### src/rtl/hub75_pkg.sv
`default_nettype none
// ============================================================================
// Module      : hub75_pkg
// Description : Shared state encodings, row-select modes and the BCM timer
//               width helper for the HUB75 scan controller.
// Revision    : 1.0 - initial release
// ============================================================================
package hub75_pkg;

    localparam int c_STATE_W = 3;

    localparam logic [c_STATE_W-1:0] c_ST_IDLE       = 3'd0;
    localparam logic [c_STATE_W-1:0] c_ST_START      = 3'd1;
    localparam logic [c_STATE_W-1:0] c_ST_WAIT_SHIFT = 3'd2;
    localparam logic [c_STATE_W-1:0] c_ST_LATCH      = 3'd3;
    localparam logic [c_STATE_W-1:0] c_ST_DRAIN      = 3'd4;

    localparam int c_ROW_MODE_SHIFT = 0;
    localparam int c_ROW_MODE_PAR   = 1;

    // Wide enough to hold the longest plane period, BASE_CYCLES << (BITS-1).
    function automatic int timer_width(input int base_cycles, input int bits);
        return $clog2(base_cycles << (bits - 1)) + 1;
    endfunction

endpackage
`default_nettype wire

### src/rtl/hub75_bcm_timer.sv
`default_nettype none
// ============================================================================
// Module      : hub75_bcm_timer
// Description : Bit-plane display timer; counts a loaded period down to zero
//               and derives the brightness-scaled blank window.
// Revision    : 1.0 - initial release
// ============================================================================
module hub75_bcm_timer #(
    parameter int TIMER_W = 14
) (
    input  logic               clk,
    input  logic               rst,
    input  logic               load,
    input  logic [TIMER_W-1:0] period,
    input  logic [7:0]         bright_q,
    output logic               zero,
    output logic               blank
);

    logic [TIMER_W+7:0] w_prod;
    logic [TIMER_W-1:0] w_on;
    logic [TIMER_W-1:0] w_thresh;
    logic [TIMER_W-1:0] r_timer;
    logic [TIMER_W-1:0] r_thresh;

    // On-time is (period * bright_q) >> 8, so 255 never reaches the full period.
    assign w_prod   = {8'd0, period} * {{TIMER_W{1'b0}}, bright_q};
    assign w_on     = TIMER_W'(w_prod >> 8);
    assign w_thresh = period - w_on;

    always_ff @(posedge clk or negedge rst) begin
        if (!rst) begin
            r_timer  <= '0;
            r_thresh <= '0;
        end else if (load) begin
            r_timer  <= period;
            r_thresh <= w_thresh;
        end else if (r_timer != '0) begin
            r_timer  <= r_timer - TIMER_W'(1);
        end
    end

    assign zero  = (r_timer == '0);
    assign blank = !(r_timer > r_thresh);

endmodule
`default_nettype wire

### src/rtl/hub75_scan_ctrl.sv
`default_nettype none
// ============================================================================
// Module      : hub75_scan_ctrl
// Description : HUB75 row x bit-plane scan sequencer with overlapped shift and
//               display, global brightness duty and row-select generation.
//               Optional frame-buffer swap handshake: define HUB75_SWAP_EN.
// Revision    : 1.0 - initial release
// ============================================================================
module hub75_scan_ctrl
    import hub75_pkg::*;
#(
    parameter  int ROWS        = 32,
    parameter  int BITS        = 8,
    parameter  int BASE_CYCLES = 64,
    parameter  int LAT_CYCLES  = 2,
    parameter  int ROW_MODE    = 0,
    localparam int c_ROW_W     = $clog2(ROWS),
    localparam int c_BIT_W     = (BITS > 1) ? $clog2(BITS) : 1
) (
`ifdef HUB75_SWAP_EN
    input  logic               swap_req,
    output logic               swap_ack,
`endif
    input  logic               clk,
    input  logic               rst,
    input  logic               enable,
    input  logic [7:0]         brightness,
    input  logic               fetchshift_busy,
    output logic               fetchshift_start,
    output logic [c_BIT_W-1:0] bit_out,
    output logic [c_ROW_W-1:0] row_out,
    output logic               frame_start,
    output logic               lat,
    output logic               blank,
    output logic               row_clk,
    output logic               row_data,
    output logic [c_ROW_W-1:0] row_addr
);

    localparam int c_TIMER_W = timer_width(BASE_CYCLES, BITS);
    localparam int c_LAT_W   = $clog2(LAT_CYCLES + 1);

    logic [c_STATE_W-1:0] r_state;
    logic [c_STATE_W-1:0] w_state_nxt;
    logic [c_ROW_W-1:0]   r_row;
    logic [c_BIT_W-1:0]   r_bit;
    logic [c_LAT_W-1:0]   r_lat_cnt;
    logic                 r_first;
    logic [7:0]           r_bright_q;
    logic                 w_frame;
    logic                 w_last_lat;
    logic                 w_row_upd;
    logic                 w_load;
    logic                 w_timer_zero;
    logic [c_TIMER_W-1:0] w_period;

    assign w_frame    = (r_state == c_ST_START) && (r_row == '0) && (r_bit == '0);
    assign w_last_lat = (r_state == c_ST_LATCH) && (r_lat_cnt == c_LAT_W'(LAT_CYCLES));
    assign w_row_upd  = (r_state == c_ST_LATCH) && (r_lat_cnt == '0);
    assign w_load     = w_last_lat;
    assign w_period   = c_TIMER_W'(BASE_CYCLES) << r_bit;

    always_comb begin
        w_state_nxt = r_state;
        case (r_state)
            c_ST_IDLE:       if (enable) w_state_nxt = c_ST_START;
            c_ST_START:      w_state_nxt = c_ST_WAIT_SHIFT;
            // Busy is not yet valid in the cycle right after the start pulse.
            c_ST_WAIT_SHIFT: if (!r_first && !fetchshift_busy && w_timer_zero)
                                 w_state_nxt = c_ST_LATCH;
            c_ST_LATCH:      if (w_last_lat)
                                 w_state_nxt = enable ? c_ST_START : c_ST_DRAIN;
            c_ST_DRAIN:      if (w_timer_zero) w_state_nxt = c_ST_IDLE;
            default:         w_state_nxt = c_ST_IDLE;
        endcase
    end

    always_ff @(posedge clk or negedge rst) begin
        if (!rst) begin
            r_state    <= c_ST_IDLE;
            r_row      <= '0;
            r_bit      <= '0;
            r_lat_cnt  <= '0;
            r_first    <= 1'b0;
            r_bright_q <= 8'd0;
        end else begin
            r_state <= w_state_nxt;
            r_first <= (r_state == c_ST_START);
            if ((r_state == c_ST_LATCH) && !w_last_lat)
                r_lat_cnt <= r_lat_cnt + c_LAT_W'(1);
            else
                r_lat_cnt <= '0;
            if (w_frame)
                r_bright_q <= brightness;
            if (w_load) begin
                if (r_bit == c_BIT_W'(BITS - 1)) begin
                    r_bit <= '0;
                    r_row <= r_row + c_ROW_W'(1);
                end else begin
                    r_bit <= r_bit + c_BIT_W'(1);
                end
            end
        end
    end

    assign fetchshift_start = (r_state == c_ST_START);
    assign frame_start      = w_frame;
    assign bit_out          = r_bit;
    assign row_out          = r_row;
    assign lat              = (r_state == c_ST_LATCH) && (r_lat_cnt != '0);

    hub75_bcm_timer #(
        .TIMER_W (c_TIMER_W)
    ) u_timer (
        .clk      (clk),
        .rst      (rst),
        .load     (w_load),
        .period   (w_period),
        .bright_q (r_bright_q),
        .zero     (w_timer_zero),
        .blank    (blank)
    );

    generate
        if (ROW_MODE == c_ROW_MODE_PAR) begin : g_row_par
            logic [c_ROW_W-1:0] r_row_addr;

            always_ff @(posedge clk or negedge rst) begin
                if (!rst)
                    r_row_addr <= '0;
                else if (w_row_upd)
                    r_row_addr <= r_row;
            end

            assign row_addr = r_row_addr;
            assign row_clk  = 1'b0;
            assign row_data = 1'b0;
        end else begin : g_row_shift
            logic [c_ROW_W-1:0] r_disp_row;
            logic               r_row_valid;
            logic               r_row_clk;
            logic               r_row_data;
            logic               w_step;

            // The first latch after reset always clocks, so the external
            // shift register is never assumed to hold a known row.
            assign w_step = w_row_upd && (!r_row_valid || (r_disp_row != r_row));

            always_ff @(posedge clk or negedge rst) begin
                if (!rst) begin
                    r_disp_row  <= '0;
                    r_row_valid <= 1'b0;
                    r_row_clk   <= 1'b0;
                    r_row_data  <= 1'b0;
                end else begin
                    r_row_clk  <= w_step;
                    r_row_data <= w_step && (r_row == '0);
                    if (w_row_upd) begin
                        r_disp_row  <= r_row;
                        r_row_valid <= 1'b1;
                    end
                end
            end

            assign row_clk  = r_row_clk;
            assign row_data = r_row_data;
            assign row_addr = '0;
        end
    endgenerate

`ifdef HUB75_SWAP_EN
    assign swap_ack = w_frame && swap_req;
`endif

endmodule
`default_nettype wire

### config.mk
export PLATFORM = sky130hd
export DESIGN_NAME = hub75_scan_ctrl
export DESIGN_NICKNAME = d
export VERILOG_FILES = /design/src/rtl/hub75_pkg.sv /design/src/rtl/hub75_bcm_timer.sv /design/src/rtl/hub75_scan_ctrl.sv
export SDC_FILE = /design/constraint.sdc
export NUM_CORES = 1
export LEC_CHECK = 0
export BUFFER_PORTS_ARGS = -buffer_cell sky130_fd_sc_hd__buf_2
export CORE_ASPECT_RATIO = 0.9
export CORE_MARGIN = 2
export CORE_UTILIZATION = 55
export CTS_CLUSTER_DIAMETER = 80
export DETAILED_ROUTE_END_ITERATION = 10
export HOLD_SLACK_MARGIN = 0.15
export PLACE_DENSITY = 0.73
export SLEW_MARGIN = 20
export SYNTH_ARGS = -nofsm -noshare
export SYNTH_HDL_FRONTEND = slang
export SYNTH_SLANG_ARGS = --single-unit
### constraint.sdc
create_clock -name clk -period 9.9 [get_ports clk]
set_input_delay 1.98 -clock clk [delete_from_list [all_inputs] [get_ports clk]]
set_output_delay 1.98 -clock clk [all_outputs]
set_load 0.02 [all_outputs]
==> flow_summary_export.csv, run 1 <==
group,metric,value,unit
global_routing,grt_start_max_net_pins,59,
timing,worst_slew_pin_slew,0.764,ns
timing,min_period_over_period,0.672,
timing,hold_viol,0,
yosys,most_area_consuming_cells_after_synthesis,"sky130_fd_sc_hd__dfrtp_1 (26%), sky130_fd_sc_hd__ha_1 (16%), sky130_fd_sc_hd__fa_1 (13%)",
critical_path,timing.setup.critical_path_class,"reg -> reg",
placed_design,buffers_on_ports,25,
cells_and_area,nNetsFinal,738,
yosys,ys_seq_elements,58,
yosys,synth_area_leader_cell,"sky130_fd_sc_hd__dfrtp_1",
yosys,synth-edff-count,0,
floorplanning,core_area,9700,um^2
cells_and_area,share_of_layout_cells_above_drive_strength_1,0.110,
critical_path,crit_path_start_kind,"flip-flop",
yosys,mappedNetlistArea,5520,um^2
yosys,synth_seq_area_share,0.263,
timing,post-route-min-period,6.65,ns
clock_tree,h-tree-depth,3,
cells_and_area,n_fill_cell,851,
placed_design,hpwlAfterDp,9.15,mm
yosys,synth_warnings,0,
critical_path,critPathBufInv,4,
timing,rsz0062_at_grt,"no",
routing,first_pass_iters,4,
global_routing,overflow_after_grt,0,
yosys,primary_ff_master_synth,"sky130_fd_sc_hd__dfrtp_1",
job,timing.max_cap.violations,0,
timing,max_clock_freq,0.150,GHz
yosys,syn_inst,597,
critical_path,critical_path_peak_fanout,10,
critical_path,crit_path_top_delay_cell,"sky130_fd_sc_hd__fa_1",
clock_tree,clock_insertion_delay_worst_skew,0.35,ns
yosys,ys_async_sr_fraction,1.00,
routing,vias_per_cell,5.43,
clock_tree,post_cts_hold_buffer_count,0,
clock_tree,cts_resized,0,
placed_design,post-place-cells,736,
routing,wl_per_cell,15.4,um
yosys,yosysTopAreaCellShare,0.263,
critical_path,critical_path_required,10.16,ns
timing,number_of_max_slew_violations_in_the_final_report,0,
clock_tree,cts_tree,"built",
clock_tree,clock-sinks,58,
routing,vias,4083,
global_routing,track_usage,0.243,
timing,setup_violations,0,
global_routing,grt_pass1_wl,20.6,mm
yosys,yosysUniqueCellTypes,52,
cells_and_area,antenna_cells_inserted,0,
routing,drt_iter0_drc,210,
routing,remaining_antenna_violation_count,0,
run_status,outcome,"completed",
floorplanning,die_width,110,um
global_routing,grt_pass1_vias,4305,
floorplanning,placementRows,34,
global_routing,antenna_found_initial,0,
routing,remaining_drc_errors,0,
clock_tree,path_clk_slew,0.07,ns
floorplanning,floorplan.die.height,99.0,um
clock_tree,cts-buffers-inserted,9,
yosys,syn_avg_cell_area,9.24,um^2
power_and_ir_drop,leakage,0.00310,uW
timing,setup-tns-final,0,ns
critical_path,critPathTopFamily,"adder cells",
routing,routed_wirelength,11.6,mm
placed_design,routabilityCongestion,0.923,
clock_tree,post_cts_buffers,0,
clock_tree,clk_root_buffer_cell,"sky130_fd_sc_hd__clkbuf_8",
cells_and_area,fin_cells,752,
timing,final_clock_skew,0.00741,ns
floorplanning,fp.dieArea,10900,um^2
power_and_ir_drop,power-per-cell-area,320,nW/um^2
critical_path,category_of_the_worst_setup_path_capture_point,"flip-flop",
critical_path,slowest_delay,0.55,ns
clock_tree,cts-root-to-sink-buffers,2,
critical_path,timing.critical_path.arrival,6.91,ns
cells_and_area,syn_to_final_growth,8.21,%
min_path,hold_path_class,"reg -> reg",
floorplanning,io_pins,31,
power_and_ir_drop,power.ir.vdd_worst,0.253,mV
timing,max_slew_margin,0.489,
floorplanning,floorplan.initialDensity,0.569,
## sequential cells by signal, indices dropped and copies added (netlist names)
name	flops
g_row_shift.r_row_valid	1
r_state	3
bit_out	3
u_timer.r_timer	14
u_timer.r_thresh	14
g_row_shift.r_disp_row	5
r_first	1
row_out	5
row_data	1
r_lat_cnt	2
r_bright_q	8
row_clk	1
## per-stage QoR
stage	total power [uW]	cell area, um^2	hold WS, ns	util	worst slack (ns)
after floorplan	1390	5530	0.409	-	3.83
after global placement	1620	5750	0.419	0.592	3.59
after detailed placement	1660	5750	0.437	0.592	3.34
after CTS	1920	5970	0.447	0.616	3.29
after global routing	2130	5970	0.467	0.616	2.71
final	1910	5970	0.445	0.616	3.25
## Yosys cell counts, types with 2 or more instances
master,number
sky130_fd_sc_hd__o21ai_1,5
sky130_fd_sc_hd__or3_1,2
sky130_fd_sc_hd__ha_1,69
sky130_fd_sc_hd__xnor2_1,22
sky130_fd_sc_hd__or2_2,2
sky130_fd_sc_hd__a31oi_1,6
sky130_fd_sc_hd__inv_1,82
sky130_fd_sc_hd__a21oi_1,22
sky130_fd_sc_hd__nor3b_1,3
sky130_fd_sc_hd__dfrtp_1,58
sky130_fd_sc_hd__fa_1,36
sky130_fd_sc_hd__buf_4,5
sky130_fd_sc_hd__a21o_1,6
sky130_fd_sc_hd__and2_1,37
sky130_fd_sc_hd__clkbuf_1,11
sky130_fd_sc_hd__nor3_1,11
sky130_fd_sc_hd__xor2_1,18
sky130_fd_sc_hd__nor4_1,4
sky130_fd_sc_hd__nand4_1,7
sky130_fd_sc_hd__nand2b_1,3
sky130_fd_sc_hd__nor2b_1,12
sky130_fd_sc_hd__mux2_2,13
sky130_fd_sc_hd__o211ai_1,3
sky130_fd_sc_hd__nand3_1,9
sky130_fd_sc_hd__o21ai_0,24
sky130_fd_sc_hd__a21oi_2,2
sky130_fd_sc_hd__nand2_1,49
sky130_fd_sc_hd__and3_1,23
sky130_fd_sc_hd__o2bb2ai_1,2
sky130_fd_sc_hd__nor2_1,29
## power breakdown
part	total, uW	internal, uW	switching (uW)
sequential	432	317	116
clock	250	144	106
combinational	1230	534	698
## cells in the final DEF, fill, tap and decap left out, types with 3 or more instances in the layout
| master | count |
|---|---|
| sky130_fd_sc_hd__a31oi_1 | 6 |
| sky130_fd_sc_hd__and2_1 | 37 |
| sky130_fd_sc_hd__nand4_1 | 7 |
| sky130_fd_sc_hd__nand2b_1 | 3 |
| sky130_fd_sc_hd__and3_1 | 23 |
| sky130_fd_sc_hd__nor2b_1 | 11 |
| sky130_fd_sc_hd__inv_1 | 82 |
| sky130_fd_sc_hd__nand3_1 | 9 |
| sky130_fd_sc_hd__nor4_1 | 4 |
| sky130_fd_sc_hd__buf_2 | 25 |
| sky130_fd_sc_hd__ha_1 | 69 |
| sky130_fd_sc_hd__nand2_1 | 49 |
| sky130_fd_sc_hd__xor2_1 | 18 |
| sky130_fd_sc_hd__o21ai_1 | 5 |
| sky130_fd_sc_hd__nor3_1 | 11 |
| sky130_fd_sc_hd__dfrtp_1 | 58 |
| sky130_fd_sc_hd__xnor2_1 | 22 |
| sky130_fd_sc_hd__o211ai_1 | 3 |
| sky130_fd_sc_hd__a21o_1 | 6 |
| sky130_fd_sc_hd__fa_1 | 36 |
| sky130_fd_sc_hd__a21oi_1 | 22 |
| sky130_fd_sc_hd__conb_1 | 5 |
| sky130_fd_sc_hd__nor3b_1 | 3 |
| sky130_fd_sc_hd__nor2_1 | 29 |
| sky130_fd_sc_hd__o21ai_0 | 24 |
| sky130_fd_sc_hd__clkbuf_8 | 9 |
| sky130_fd_sc_hd__mux2_2 | 13 |
## per-layer routing
metal | GRT usage | share of wire | vias to the layer above
met5 | 0 | 0 | -
met4 | 0.0574 | 0.012 | 0
met3 | 0.0522 | 0.043 | 16
met2 | 0.387 | 0.48 | 72
met1 | 0.339 | 0.47 | 1982
li1 | - | - | 2013
## worst paths after layout
check	from	endpoint	slack [ns]	depth (start not counted)
min in group asynchronous	rst	u_timer.r_thresh[5]$_DFFE_PN0P_	1.77	2
worst max register to register	bit_out[0]$_DFFE_PN0P_	u_timer.r_thresh[13]$_DFFE_PN0P_	3.25	26
worst max-delay path	bit_out[0]$_DFFE_PN0P_	u_timer.r_thresh[13]$_DFFE_PN0P_	3.25	26
worst min-delay path	r_lat_cnt[0]$_DFF_PN0_	r_lat_cnt[0]$_DFF_PN0_	0.44	1
max in group asynchronous	rst	r_bright_q[5]$_DFFE_PN0P_	7.63	2
worst min register to register	r_lat_cnt[0]$_DFF_PN0_	r_lat_cnt[0]$_DFF_PN0_	0.44	1
## cells by family (layout without fill, tap and decap cells)
group	Yosys count	in the layout	synth area share
AOI/OAI and AO/OA	81	81	0.0903
xor gates and xnor gates	41	41	0.0676
adders and majority gates	105	105	0.287
buffers and inverters	100	125	0.0717
DFF	58	58	0.263
muxes	13	13	0.0265
other	1	5	0.000680
and+or+nand+nor	198	198	0.193
## cell type report
class	count	area, um^2	area share
multi-input cells	443	3690	0.618
well taps	126	158	0.0264
flip-flops and latches	58	1450	0.243
clock buffers	9	124	0.0207
clock inverters	7	101	0.0170
inverters	82	308	0.0516
repair buffers	27	140	0.0235
Power figures use the tool's default switching activity.
==> run 2, diff against run 1 <==
--- a/config.mk
+++ b/config.mk
@@ -5,6 +5,7 @@
 export SDC_FILE = /design/constraint.sdc
 export NUM_CORES = 1
 export LEC_CHECK = 0
+export ABC_AREA = 1
 export BUFFER_PORTS_ARGS = -buffer_cell sky130_fd_sc_hd__buf_2
 export CORE_ASPECT_RATIO = 0.9
 export CORE_MARGIN = 2
==> constraint.sdc (replaced) <==
create_clock -name clk -period 6.3 [get_ports clk]
set_input_delay 1.26 -clock clk [delete_from_list [all_inputs] [get_ports clk]]
set_output_delay 1.26 -clock clk [all_outputs]
set_load 0.02 [all_outputs]
==> run 2 against run 1 <==
Compared with the run above:
- combinational power grew 3%
- cell count increased by 21%
- maximum frequency grew 15%
- non-clock buffer count fell by 1
- clock power up 110%
- critical path depth down 2
- clock-buffer cell count did not move
- sequential power rose by 40%
- routed wire length rose by 13%
- largest cell class unchanged
- highest routed layer unchanged
==> flow_summary_export.csv, run 2 <==
group,metric,value,unit
run_status,outcome,"completed",
placed_design,hpwlAfterDp,10.6,mm
yosys,primary_ff_master_synth,"sky130_fd_sc_hd__dfrtp_1",
global_routing,grt_pass1_wl,21.9,mm
critical_path,slowest_delay,0.53,ns
clock_tree,post_cts_buffers,0,
clock_tree,cts_resized,0,
critical_path,crit_path_top_delay_cell,"sky130_fd_sc_hd__fa_1",
yosys,most_area_consuming_cells_after_synthesis,"sky130_fd_sc_hd__dfrtp_1 (25%), sky130_fd_sc_hd__ha_1 (15%), sky130_fd_sc_hd__fa_1 (12%)",
floorplanning,placementRows,35,
power_and_ir_drop,power-per-cell-area,378,nW/um^2
global_routing,grt_start_max_net_pins,59,
critical_path,critical_path_peak_fanout,10,
placed_design,routabilityCongestion,0.940,
floorplanning,die_width,112,um
yosys,synth_area_leader_cell,"sky130_fd_sc_hd__dfrtp_1",
global_routing,grt_pass1_vias,4733,
cells_and_area,n_fill_cell,934,
cells_and_area,antenna_cells_inserted,0,
yosys,synth_most_common_cell,"sky130_fd_sc_hd__inv_1",
global_routing,overflow_after_grt,0,
timing,min_period_over_period,0.920,
clock_tree,cts-root-to-sink-buffers,2,
timing,hold-worst-slack,0.420,ns
timing,pnr_worst_setup_slack,0.505,ns
routing,vias,4844,
routing,drt_iter0_drc,298,
timing,setup_violations,0,
timing,max_clock_freq,0.173,GHz
timing,number_of_max_slew_violations_in_the_final_report,0,
floorplanning,floorplan.die.height,101,um
floorplanning,fp.dieArea,11400,um^2
yosys,synth-edff-count,0,
routing,remaining_antenna_violation_count,0,
routing,first_pass_iters,5,
cells_and_area,share_of_layout_cells_above_drive_strength_1,0.0893,
cells_and_area,layout_common_cells,"sky130_fd_sc_hd__inv_1 (158), sky130_fd_sc_hd__nand2_1 (145), sky130_fd_sc_hd__nor2_1 (70)",
routing,vias_per_cell,5.31,
cells_and_area,nNetsFinal,896,
placed_design,buffers_on_ports,25,
power_and_ir_drop,finalPower,2400,uW
min_path,hold_path_class,"reg -> reg",
yosys,ys_async_sr_fraction,1.00,
yosys,synth_warnings,0,
clock_tree,clk_root_buffer_cell,"sky130_fd_sc_hd__clkbuf_16",
global_routing,track_usage,0.243,
yosys,syn_avg_cell_area,7.71,um^2
timing,hold_viol,0,
clock_tree,post_cts_hold_buffer_count,0,
timing,rsz0062_at_grt,"no",
yosys,yosysUniqueCellTypes,42,
global_routing,antenna_found_initial,0,
timing,setup-tns-final,0,ns
routing,wl_per_cell,14.3,um
clock_tree,h-tree-depth,3,
clock_tree,clock_insertion_delay_worst_skew,0.33,ns
clock_tree,clock-sinks,58,
clock_tree,cts_tree,"built",
critical_path,crit_path_start_kind,"flip-flop",
floorplanning,io_pins,31,
power_and_ir_drop,leakage,0.00363,uW
critical_path,timing.critical_path.arrival,6.02,ns
timing,final_clock_skew,0.00871,ns
yosys,post_synth_most_frequent_cells,"sky130_fd_sc_hd__inv_1 (158), sky130_fd_sc_hd__nand2_1 (146), sky130_fd_sc_hd__nor2_1 (70)",
yosys,synth_seq_area_share,0.251,
clock_tree,cts-buffers-inserted,9,
power_and_ir_drop,power.ir.vdd_worst,0.274,mV
clock_tree,path_clk_slew,0.06,ns
critical_path,timing.setup.critical_path_class,"reg -> reg",
yosys,syn_inst,751,
cells_and_area,syn_to_final_growth,9.55,%
yosys,yosysTopAreaCellShare,0.251,
routing,routed_wirelength,13.1,mm
yosys,mappedNetlistArea,5790,um^2
floorplanning,floorplan.initialDensity,0.565,
cells_and_area,layout.cells.most_common,"sky130_fd_sc_hd__inv_1",
yosys,ys_seq_elements,58,
critical_path,critical_path_required,6.52,ns
job,timing.max_cap.violations,0,
timing,max_slew_margin,0.512,
timing,post-route-min-period,5.79,ns
critical_path,path_cells,"inv_1, ha_1, nand2_1, fa_1, fa_1, inv_1, fa_1, inv_1, fa_1, inv_1, ha_1, inv_1, o21bai_1, a21oi_1, o21ai_1, a21oi_1, xor2_1, ha_1, a21oi_1, o21ai_0, a21oi_1, nand3_1, nand3_1, nand2_1",
cells_and_area,largestRegisters,"u_timer.r_thresh x14, u_timer.r_timer x14, r_bright_q x8",
timing,worst_slew_pin_slew,0.733,ns
critical_path,category_of_the_worst_setup_path_capture_point,"flip-flop",
placed_design,dp_slack,0.456,ns
critical_path,worst_path_most_repeated_cell,"sky130_fd_sc_hd__inv_1",
routing,remaining_drc_errors,0,
floorplanning,core_area,10200,um^2
## run 2: changes by cell type in the layout (fill, tap and decap cells not counted), sizes merged, moves of 13 or more
cell | previous run | this run
nor2 | 29 | 77
inv | 84 | 166
nand2 | 49 | 150
xnor2 | 22 | 7
and3 | 23 | 0
nand3 | 10 | 41
mux2 | 13 | 0
and2 | 37 | 0
## run 2: path summary, 6_finish.rpt
check / startpoint / endpoint / slack (ns) / cells after the start
worst max-delay path: bit_out[2]$_DFFE_PN0P_ / u_timer.r_thresh[13]$_DFFE_PN0P_ / 0.51 / 24
worst min-delay path: r_lat_cnt[0]$_DFF_PN0_ / r_lat_cnt[0]$_DFF_PN0_ / 0.42 / 1
worst max register to register: bit_out[2]$_DFFE_PN0P_ / u_timer.r_thresh[13]$_DFFE_PN0P_ / 0.51 / 24
worst min register to register: r_lat_cnt[0]$_DFF_PN0_ / r_lat_cnt[0]$_DFF_PN0_ / 0.42 / 1
max in group asynchronous: rst / g_row_shift.r_disp_row[1]$_DFFE_PN0P_ / 4.74 / 2
min in group asynchronous: rst / u_timer.r_thresh[3]$_DFFE_PN0P_ / 1.06 / 2
## run 2: stage by stage
stage               cells   util  cell area [um^2]
floorplan             755      -              5810
global placement      897  0.587              6020
detailed placement    897  0.587              6020
CTS                   913  0.618              6340
global route          913  0.619              6340
finish                913  0.619              6340
## run 2: power breakdown
part	total (uW)	switching [uW]	internal, uW
Combinational	1270	826	441
Clock	523	178	345
Sequential	606	117	489
Total	2400	1120	1270
## run 2: critical path: cells and delay by family (launching register included)
family / cells / cell delay [ns]
adders and majority gates: 7 / 3.13
AOI/OAI and AO/OA: 7 / 1.07
DFF: 1 / 0.45
and+or+nand+nor: 4 / 0.43
buffers and inverters: 5 / 0.39
xor gates and xnor gates: 1 / 0.21
## run 2: kinds of logic (layout without fill, tap and decap cells)
kind of cell | after synthesis | count (layout) | synth area share
AND/OR/NAND/NOR | 292 | 292 | 0.229
buffers and inverters | 179 | 208 | 0.122
other | 1 | 5 | 0.000648
flip-flops | 58 | 58 | 0.251
AO/OA/AOI/OAI | 92 | 92 | 0.0886
adder cells (fa/ha/maj) | 105 | 105 | 0.274
XOR/XNOR | 24 | 24 | 0.0363
## run 2: routing by layer
metal,wire length [um],share of wire,vias to the layer above,GRT usage
li1,-,-,2403,-
met1,6150,0.47,2265,0.337
met2,5890,0.45,151,0.387
met3,765,0.059,25,0.0461
met4,258,0.020,0,0.0826
met5,0,0,-,0
## run 2: final cells by class
type                       count  area (um^2)  share of cell area
multi-input combinational    518         3660               0.576
sequential                    58         1450               0.229
inverter                     166          623              0.0982
clock buffer                   9          225              0.0355
tap                          129          161              0.0254
timing repair buffer          26          133              0.0209
clock inverter                 7         93.8              0.0148
==> run 3, diff against run 2 <==
--- a/config.mk
+++ b/config.mk
@@ -13,7 +13,8 @@
 export CTS_CLUSTER_DIAMETER = 80
 export DETAILED_ROUTE_END_ITERATION = 10
 export HOLD_SLACK_MARGIN = 0.15
-export PLACE_DENSITY = 0.73
+export MAX_ROUTING_LAYER = met4
+export PLACE_DENSITY = 0.83
 export SLEW_MARGIN = 20
 export SYNTH_ARGS = -nofsm -noshare
 export SYNTH_HDL_FRONTEND = slang
==> constraint.sdc (replaced) <==
create_clock -name clk -period 7.3 [get_ports clk]
set_input_delay 1.46 -clock clk [delete_from_list [all_inputs] [get_ports clk]]
set_output_delay 1.46 -clock clk [all_outputs]
set_load 0.02 [all_outputs]
==> run 3 against run 2 <==
Compared with the run above:
- clock power shrank 15%
- flip-flop and latch count stayed put
- global-route usage up 1.3 points
- die area did not move
- sequential share of layout area rose by 0.063 points
- critical path type unchanged
- critical endpoint unchanged
==> flow_summary_export.csv, run 3 (synthesized netlist as in run 2, its figures left out) <==
group,metric,value,unit
clock_tree,post_cts_buffers,0,
global_routing,grt_start_max_net_pins,59,
power_and_ir_drop,power.share.switching,0.468,
floorplanning,placementRows,35,
cells_and_area,antenna_cells_inserted,0,
critical_path,path_cells,"ha_1, ha_1, nand2_1, fa_1, fa_1, inv_1, fa_1, inv_1, fa_1, inv_1, ha_1, inv_1, o21bai_1, a21oi_1, o21ai_0, xnor2_1, ha_1, a21oi_1, o21ai_0, a21oi_1, nand3_1, nand3_1, nand2_1",
global_routing,track_usage,0.256,
critical_path,r2r-end,"u_timer.r_thresh[13]$_DFFE_PN0P_",
cells_and_area,multiInputGateArea,3650,um^2
clock_tree,cts_resized,0,
critical_path,critical_path_required,7.53,ns
cells_and_area,layout.cells.most_common,"sky130_fd_sc_hd__inv_1",
power_and_ir_drop,internal_power,1100,uW
power_and_ir_drop,p_switching,967,uW
timing,worst_slew_pin_slew,0.724,ns
min_path,holdCritStartpoint,"r_lat_cnt[0]$_DFF_PN0_",
routing,remaining_antenna_violation_count,0,
floorplanning,fp.dieArea,11400,um^2
placed_design,dpl-instance-area,6020,um^2
critical_path,timing.critical_path.depth,23,
critical_path,slowest_delay,0.53,ns
clock_tree,h-tree-depth,3,
power_and_ir_drop,combinationalPowerShare,0.532,
clock_tree,clock-sinks,58,
critical_path,crit_path_start_kind,"flip-flop",
min_path,hold_path_class,"reg -> reg",
routing,remaining_drc_errors,0,
critical_path,timing.setup.critical_path_class,"reg -> reg",
timing,max_clock_freq,0.171,GHz
cells_and_area,postLayoutCoreUtil,0.617,
global_routing,grt_pass1_wl,22.3,mm
floorplanning,die_width,112,um
placed_design,hpwlAfterDp,10.1,mm
clock_tree,cts-buffers-inserted,9,
power_and_ir_drop,share_of_power_burned_in_the_clock_network,0.214,
power_and_ir_drop,power_frac_seq,0.254,
job,timing.max_cap.violations,0,
floorplanning,io_pins,31,
routing,wl_per_cell,14.2,um
floorplanning,floorplan.die.height,101,um
cells_and_area,ff_latch_area,1450,um^2
run_status,outcome,"completed",
critical_path,r2r_start,"bit_out[1]$_DFFE_PN0P_",
global_routing,grt_pass1_vias,4617,
power_and_ir_drop,finalPower,2070,uW
routing,vias_per_cell,5.35,
cells_and_area,n_fill_cell,920,
clock_tree,path_clk_slew,0.05,ns
power_and_ir_drop,power.ir.vdd_worst,0.257,mV
placed_design,dp_slack,1.50,ns
critical_path,category_of_the_worst_setup_path_capture_point,"flip-flop",
critical_path,worst-r2r-cell-count,23,
floorplanning,core_area,10200,um^2
timing,final_clock_skew,0.00646,ns
routing,vias,4882,
cells_and_area,syn_to_final_growth,9.25,%
critical_path,setup.reg_to_reg.worst_slack,1.44,ns
timing,pnr_worst_setup_slack,1.44,ns
routing,routed_wirelength,12.9,mm
global_routing,antenna_found_initial,0,
cells_and_area,nNetsFinal,896,
timing,min_period_over_period,0.803,
routing,drt_iter0_drc,311,
critical_path,crit_path_top_delay_cell,"sky130_fd_sc_hd__fa_1",
clock_tree,clock_insertion_delay_worst_skew,0.34,ns
floorplanning,floorplan.initialDensity,0.565,
global_routing,overflow_after_grt,0,
placed_design,routabilityCongestion,0.974,
min_path,worstHoldEndpoint,"r_lat_cnt[0]$_DFF_PN0_",
clock_tree,clk_root_buffer_cell,"sky130_fd_sc_hd__clkbuf_16",
critical_path,timing.critical_path.arrival,6.08,ns
critical_path,critPathTopFamily,"adder cells",
timing,setup-tns-final,0,ns
routing,first_pass_iters,5,
timing,number_of_max_slew_violations_in_the_final_report,0,
critical_path,critical_path_peak_fanout,10,
power_and_ir_drop,power-per-cell-area,327,nW/um^2
placed_design,buffers_on_ports,25,
timing,rsz0062_at_grt,"no",
clock_tree,cts_tree,"built",
timing,max_slew_margin,0.517,
timing,setup_violations,0,
cells_and_area,final_cell_area,6330,um^2
cells_and_area,share_of_layout_cells_above_drive_strength_1,0.0856,
clock_tree,cts-root-to-sink-buffers,2,
clock_tree,post_cts_hold_buffer_count,0,
power_and_ir_drop,leakage,0.00363,uW
cells_and_area,largestRegisters,"u_timer.r_thresh x14, u_timer.r_timer x14, r_bright_q x8",
critical_path,critPathBufInv,4,
min_path,hold_depth,1,
cells_and_area,layout_common_cells,"sky130_fd_sc_hd__inv_1 (158), sky130_fd_sc_hd__nand2_1 (146), sky130_fd_sc_hd__nor2_1 (70)",
timing,post-route-min-period,5.86,ns
timing,hold_viol,0,
-- run 3: changes by cell type in the layout (fill, tap and decap cells not counted) --
cell                         delta
sky130_fd_sc_hd__a21oi_1        +1
sky130_fd_sc_hd__a21oi_2        -1
sky130_fd_sc_hd__clkinv_2       +1
sky130_fd_sc_hd__clkinv_4       -1
sky130_fd_sc_hd__clkinvlp_4     -1
sky130_fd_sc_hd__nand2_1        +1
sky130_fd_sc_hd__nand2_2        -1
sky130_fd_sc_hd__o21ai_0        +1
sky130_fd_sc_hd__o21ai_1        -1
-- run 3: cell type report --
| cell class | count | share of cell area |
|---|---|---|
| tap | 129 | 0.0255 |
| multi-input combinational | 518 | 0.577 |
| inverter | 166 | 0.0985 |
| timing repair buffer | 26 | 0.0210 |
| clock inverter | 6 | 0.0131 |
| sequential | 58 | 0.229 |
| clock buffer | 9 | 0.0356 |
-- run 3: worst max path at each step --
stage / end / startpoint / slack, ns
2_1_floorplan: u_timer.r_thresh[12]$_DFFE_PN0P_ / bit_out[1]$_DFFE_PN0P_ / 1.80
3_3_place_gp: u_timer.r_thresh[13]$_DFFE_PN0P_ / bit_out[0]$_DFFE_PN0P_ / 1.64
3_5_place_dp: u_timer.r_thresh[12]$_DFFE_PN0P_ / bit_out[0]$_DFFE_PN0P_ / 1.50
4_1_cts: u_timer.r_thresh[12]$_DFFE_PN0P_ / bit_out[0]$_DFFE_PN0P_ / 1.49
5_1_grt: u_timer.r_thresh[13]$_DFFE_PN0P_ / bit_out[0]$_DFFE_PN0P_ / 1.02
6_report: u_timer.r_thresh[13]$_DFFE_PN0P_ / bit_out[1]$_DFFE_PN0P_ / 1.44
-- run 3: routing by layer --
metal	part of all wire	wire length, um	global-route usage
met5	0	0	-
met4	0.018	233	0.0769
met3	0.076	980	0.0604
met2	0.44	5690	0.367
met1	0.47	6010	0.362
-- run 3: power groups by stage --
| stage | Clock (uW) | Sequential (uW) | Combinational, uW |
|---|---|---|---|
| 2_1_floorplan | 0 | 493 | 838 |
| 3_3_place_gp | 0 | 524 | 1040 |
| 3_5_place_dp | 0 | 526 | 1070 |
| 4_1_cts | 447 | 521 | 1090 |
| 5_1_grt | 462 | 538 | 1260 |
| 6_report | 442 | 525 | 1100 |
-- run 3: metrics by stage --
step / hold WS (ns) / cells
2_1_floorplan: 0.401 / 755
3_3_place_gp: 0.412 / 897
3_5_place_dp: 0.417 / 897
4_1_cts: 0.424 / 912
5_1_grt: 0.451 / 912
6_report: 0.423 / 912
